**config.mk**
```make
export PLATFORM = sky130hd
export DESIGN_NAME = key_event_flat
export DESIGN_NICKNAME = d
export VERILOG_FILES = /design/src/rtl/key_event_if.sv /design/src/rtl/key_event.sv /design/src/flat_wrapper.sv
export SDC_FILE = /design/constraint.sdc
export NUM_CORES = 1
export LEC_CHECK = 0
export ABC_AREA = 1
export CAP_MARGIN = 20
export CORE_AREA = 2 2 80 67
export DETAILED_ROUTE_END_ITERATION = 6
export DIE_AREA = 0 0 82 69
export GPL_ROUTABILITY_DRIVEN = 0
export PLACE_DENSITY = 0.66
export SLEW_MARGIN = 30
export SYNTH_ARGS = -nofsm -noshare
export SYNTH_HDL_FRONTEND = slang
export SYNTH_SLANG_ARGS = --single-unit
```
**constraint.sdc**
```tcl
create_clock -name CLK -period 3.1 [get_ports CLK]
set_clock_uncertainty 0.15 [all_clocks]
set_input_delay 0.465 -clock CLK [delete_from_list [all_inputs] [get_ports CLK]]
set_output_delay 0.465 -clock CLK [all_outputs]
set_load 0.01 [all_outputs]
```
**src/rtl/key_event_if.sv**
```systemverilog
// Key event bus: debounced key level and acknowledge in, one-deep event register state out.
// master = key source plus event consumer, slave = key_event.
interface key_event_if;
    logic       key_n;
    logic       ev_ack;
    logic       ev_valid;
    logic [1:0] ev_code;
    logic       held;
    logic       ev_drop;

    modport master (
        output key_n,
        output ev_ack,
        input  ev_valid,
        input  ev_code,
        input  held,
        input  ev_drop
    );

    modport slave (
        input  key_n,
        input  ev_ack,
        output ev_valid,
        output ev_code,
        output held,
        output ev_drop
    );
endinterface

```
**src/rtl/key_event.sv**
```systemverilog
// Turns the debounced active-low key level into press / auto-repeat / release events.
// Latency: 3 CLK edges from a key_n change to the event in the output register.
// Backpressure: one-deep register; an event posted while an unacked one is held is dropped (ev_drop pulse).
module key_event #(
    parameter int LONG_CNT = 50_000_000,
    parameter int REP_CNT  = 10_000_000,
    parameter int CW       = 26
) (
    input  logic        CLK,
    input  logic        RESET,
    key_event_if.slave  bus
);

    typedef enum logic [1:0] {
        IDLE = 2'd0,
        HOLD = 2'd1,
        RPT  = 2'd2
    } state_t;

    localparam logic [1:0] EV_NONE    = 2'b00;
    localparam logic [1:0] EV_PRESS   = 2'b01;
    localparam logic [1:0] EV_REPEAT  = 2'b10;
    localparam logic [1:0] EV_RELEASE = 2'b11;

    localparam logic [CW-1:0] LONG_TC = CW'(LONG_CNT - 1);
    localparam logic [CW-1:0] REP_TC  = CW'(REP_CNT - 1);
    localparam logic [CW-1:0] CNT_ONE = CW'(1);

    // key_n comes from the debouncer's divided clock domain
    logic s1;
    logic s2;
    logic k;

    always_ff @(posedge CLK or negedge RESET) begin
        if (!RESET) begin
            s1 <= 1'b1;
            s2 <= 1'b1;
        end else begin
            s1 <= bus.key_n;
            s2 <= s1;
        end
    end

    assign k = ~s2;

    state_t          state;
    state_t          state_nxt;
    logic [CW-1:0]   cnt;
    logic [CW-1:0]   cnt_nxt;
    logic            post;
    logic [1:0]      post_code;

    always_ff @(posedge CLK or negedge RESET) begin
        if (!RESET) begin
            state <= IDLE;
            cnt   <= '0;
        end else begin
            state <= state_nxt;
            cnt   <= cnt_nxt;
        end
    end

    // Release is tested first so it beats a terminal count in the same cycle.
    always_comb begin
        state_nxt = state;
        cnt_nxt   = cnt;
        post      = 1'b0;
        post_code = EV_NONE;
        case (state)
            IDLE: begin
                if (k) begin
                    post      = 1'b1;
                    post_code = EV_PRESS;
                    cnt_nxt   = '0;
                    state_nxt = HOLD;
                end
            end
            HOLD: begin
                if (!k) begin
                    post      = 1'b1;
                    post_code = EV_RELEASE;
                    state_nxt = IDLE;
                end else if (cnt == LONG_TC) begin
                    post      = 1'b1;
                    post_code = EV_REPEAT;
                    cnt_nxt   = '0;
                    state_nxt = RPT;
                end else begin
                    cnt_nxt   = cnt + CNT_ONE;
                end
            end
            RPT: begin
                if (!k) begin
                    post      = 1'b1;
                    post_code = EV_RELEASE;
                    state_nxt = IDLE;
                end else if (cnt == REP_TC) begin
                    post      = 1'b1;
                    post_code = EV_REPEAT;
                    cnt_nxt   = '0;
                end else begin
                    cnt_nxt   = cnt + CNT_ONE;
                end
            end
            default: begin
                state_nxt = IDLE;
                cnt_nxt   = '0;
            end
        endcase
    end

    logic       ev_valid_q;
    logic [1:0] ev_code_q;
    logic       ev_drop_q;
    logic       ev_load;
    logic       ev_lost;

    // A slot frees up on the same edge it is acked, giving one event per cycle with ack held high.
    assign ev_load = post && (!ev_valid_q || bus.ev_ack);
    assign ev_lost = post && ev_valid_q && !bus.ev_ack;

    always_ff @(posedge CLK or negedge RESET) begin
        if (!RESET) begin
            ev_valid_q <= 1'b0;
            ev_code_q  <= EV_NONE;
            ev_drop_q  <= 1'b0;
        end else begin
            ev_drop_q <= ev_lost;
            if (ev_load) begin
                ev_valid_q <= 1'b1;
                ev_code_q  <= post_code;
            end else if (bus.ev_ack) begin
                ev_valid_q <= 1'b0;
            end
        end
    end

    assign bus.ev_valid = ev_valid_q;
    assign bus.ev_code  = ev_code_q;
    assign bus.ev_drop  = ev_drop_q;
    assign bus.held     = (state != IDLE);

endmodule

```
**src/flat_wrapper.sv**
```systemverilog
// flat-port wrapper written by rule: the top's interface ports become plain ports
module key_event_flat 
#(
    parameter int LONG_CNT = 50_000_000,
    parameter int REP_CNT  = 10_000_000,
    parameter int CW       = 26
)
  (CLK, RESET, bus_key_n, bus_ev_ack, bus_ev_valid, bus_ev_code, bus_held, bus_ev_drop);
  key_event_if bus_i ();
  input  logic CLK;
  input  logic RESET;
  input wire logic [$bits(bus_i.key_n)-1:0] bus_key_n;
  input wire logic [$bits(bus_i.ev_ack)-1:0] bus_ev_ack;
  output wire logic [$bits(bus_i.ev_valid)-1:0] bus_ev_valid;
  output wire logic [$bits(bus_i.ev_code)-1:0] bus_ev_code;
  output wire logic [$bits(bus_i.held)-1:0] bus_held;
  output wire logic [$bits(bus_i.ev_drop)-1:0] bus_ev_drop;
  assign bus_i.key_n = bus_key_n;
  assign bus_i.ev_ack = bus_ev_ack;
  assign bus_ev_valid = bus_i.ev_valid;
  assign bus_ev_code = bus_i.ev_code;
  assign bus_held = bus_i.held;
  assign bus_ev_drop = bus_i.ev_drop;
  key_event #(.LONG_CNT(LONG_CNT), .REP_CNT(REP_CNT), .CW(CW)) u_core (.CLK(CLK), .RESET(RESET), .bus(bus_i));
endmodule
```
==> flow_summary.ini <==
[outcome]
status = completed

[drt]
wire_per_inst_um = 13.4
num_vias = 2135
drc = 0
drt_first_pass_iters = 5
drtAntennaViolNets = 0
viasPerCell = 5.27
drt_iter0_drc = 182
routed_wl_mm = 5.42

[worst_setup_path]
rr_worst_depth = 11
path_class = flop to flop
required_ns = 3.18
critPathMaxStageDelay_ns = 0.40
cpLargestDelayFamily = simple AND/OR/NAND/NOR gates
arrival_ns = 2.42
critPathMaxFanout = 16
crit_buf_inv = 4
crit_chain = inv_1, ha_1, inv_1, a21oi_2, nor2_4, inv_1, nor3b_4, nand2_1, nand2_1, inv_1, nor2_1
cpMostUsedCell = inv_1
crit_path_start_kind = flop
cp.depth = 11
crit_slowest_cell = dfrtp_1
worstSetupEndpointType = flop

[timing]
setup_viol = 0
slew_headroom_pct = 48.8
final.setup.tns_ns = 0
slew_viol_final = 0
min_period_over_period_pct = 75.6
rsz0062_at_grt = no
finalCriticalPeriod_ns = 2.34
worstMarginPinSlew_ns = 0.768
final_hold_viol_count = 0
fmax_ghz = 0.427
whs_ns = 0.0879

[clocking]
insertion_delay_ns = 0.30
cts.sink_count = 34
cts_max_level = 2
cts_buffers = 5
post_cts_resized = 0
holdBufCountCts = 0
post_cts_buffers = 0
clockBufferDepth = 2
root_buffer = clkbuf_8
cts.reportedPaths.clkPinSlew_ns = 0.07
cts_tree = yes

[floorplanning]
fp.dieH_um = 69
die_w_um = 82
std_cell_rows = 23
start_util_pct = 48.3
core_mm2 = 0.00483
die_area_mm2 = 0.00566
io_pins = 9

[synthesis]
yosys_register_bits = 34
syn_area_per_cell_um2 = 6.99
ys_seq_area_share_pct = 36.5
synth_top_area_share_pct = 34.3
synthTopCellsByArea = dfrtp_1 34%, nand2_1 13%, nor2_1 7.4%, nand3_1 6.4%, inv_1 6.1%
synth_nets = 343
synth_top_area_cell = dfrtp_1
synth_cells = 334
ys_warn_count = 0
synth_area_mm2 = 0.00234
yosysUniqueCellTypes = 33

[placement]
io_buffers = 8
post-dp-hpwl_mm = 4.12
place_area_mm2 = 0.00245

[grt]
grt_usage_pct = 20.9
grt_start_max_net_pins = 35
antenna_found_initial = 0
grt-ovfl-total = 0
grt_pass1_vias = 1828
grt_pass1_wl_mm = 9.05

[cells_and_area]
syn_to_final_growth_pct = 8.78
fill_cells = 481
design_area_mm2 = 0.00254
antenna_cells = 0
num-nets-final = 351
layout-drive-gt1-share_pct = 12.2

[worst_hold_path]
hold_class = primary input to asynchronous set/reset pin

[pwr]
finalPower_mw = 1.51
powerDensity_mw_per_mm2 = 595
p_leak_nw = 1.08
peakVddDrop_v = 0.000355

[run]
drv_cap = 0
==> area by class of cell <==
type	instances	area, µm²	area share (%)
clock inverter	1	5.00	0.197
sequential	34	853	33.6
tap	62	77.6	3.05
clock buffer	7	86.3	3.40
inverter	43	161	6.35
timing repair buffer	9	82.6	3.25
multi-input combinational	249	1270	50.2
==> layout by cell type, fill, tap and decap left out, types with 2 or more instances in the layout <==
master,Yosys,final
nand4_1,12,12
nand3_1,30,30
nor3_2,2,2
nor3_1,14,14
dfstp_2,2,2
inv_2,5,5
inv_1,38,38
nand2_1,84,84
a21oi_1,9,9
xor2_1,7,7
o21ai_0,8,8
a31oi_1,3,3
ha_1,5,5
nor2_2,9,9
clkbuf_8,0,6
nor2_4,3,3
clkdlybuf4s50_1,0,7
nand2_2,6,6
dfrtp_1,32,32
nor3b_1,2,2
nor2_1,46,46
==> Yosys cell counts, drive strengths merged <==
master   n
nand2   91
nor2    58
inv     43
dfrtp   32
nand3   30
nor3    16
nand4   13
a21oi   10
o21ai    8
buf      7
xor2     7
ha       5
a31oi    3
nor3b    3
dfstp    2
nor4     2
clkbuf   1
o31ai    1
or2      1
xnor2    1
==> registers in the layout, indices dropped and copies added (netlist names) <==
name / flops
u_core.s1: 1
u_core.bus.ev_valid: 1
u_core.cnt: 26
u_core.state: 2
u_core.bus.ev_drop: 1
u_core.bus.ev_code: 2
u_core.s2: 1
==> stage by stage <==
step | std cells | setup WS (ns) | util (%)
3_3_place_gp | 397 | 0.862 | 50.7
6_report | 405 | 0.758 | 52.6
4_1_cts | 405 | 0.770 | 52.6
3_5_place_dp | 397 | 0.777 | 50.7
2_1_floorplan | 334 | 1.21 | -
5_1_grt | 405 | 0.548 | 52.6
==> worst paths after layout <==
kind / slack [ns] / end / start
max: 0.76 / u_core.cnt[22]$_DFFE_PN0P_ / u_core.state[0]$_DFFE_PN0P_
min: 0.09 / u_core.cnt[18]$_DFFE_PN0P_ / RESET
max reg2reg: 0.76 / u_core.cnt[22]$_DFFE_PN0P_ / u_core.state[0]$_DFFE_PN0P_
min reg2reg: 0.21 / u_core.s2$_DFF_PN1_ / u_core.s1$_DFF_PN1_
max in group asynchronous: 2.22 / u_core.state[1]$_DFFE_PN0P_ / RESET
min in group CLK: 0.21 / u_core.s2$_DFF_PN1_ / u_core.s1$_DFF_PN1_
==> routing by layer <==
metal  GRT usage, %  up-vias  part of all wire, %
li1               -     1087                    -
met3           3.93        9                  7.1
met2           26.4       79                   41
met1           34.1      960                   51
met5              0        -                    0
met4           7.78        0                  1.5
==> cell families (layout without fill, tap and decap cells) <==
family / Yosys count / count (layout) / synth area share (%)
buffers and inverters: 51 / 60 / 8.89
xor gates and xnor gates: 8 / 8 / 3.00
AOI/OAI and AO/OA: 22 / 22 / 5.14
DFF: 34 / 34 / 36.5
and+or+nand+nor: 214 / 214 / 43.8
adders and majority gates: 5 / 5 / 2.68
==> power breakdown <==
part | total, mW | switching (mW) | internal [mW]
logic | 0.645 | 0.451 | 0.194
clock network | 0.347 | 0.168 | 0.179
registers | 0.520 | 0.0309 | 0.489
total | 1.51 | 0.650 | 0.862
Power figures use the tool's default switching activity.
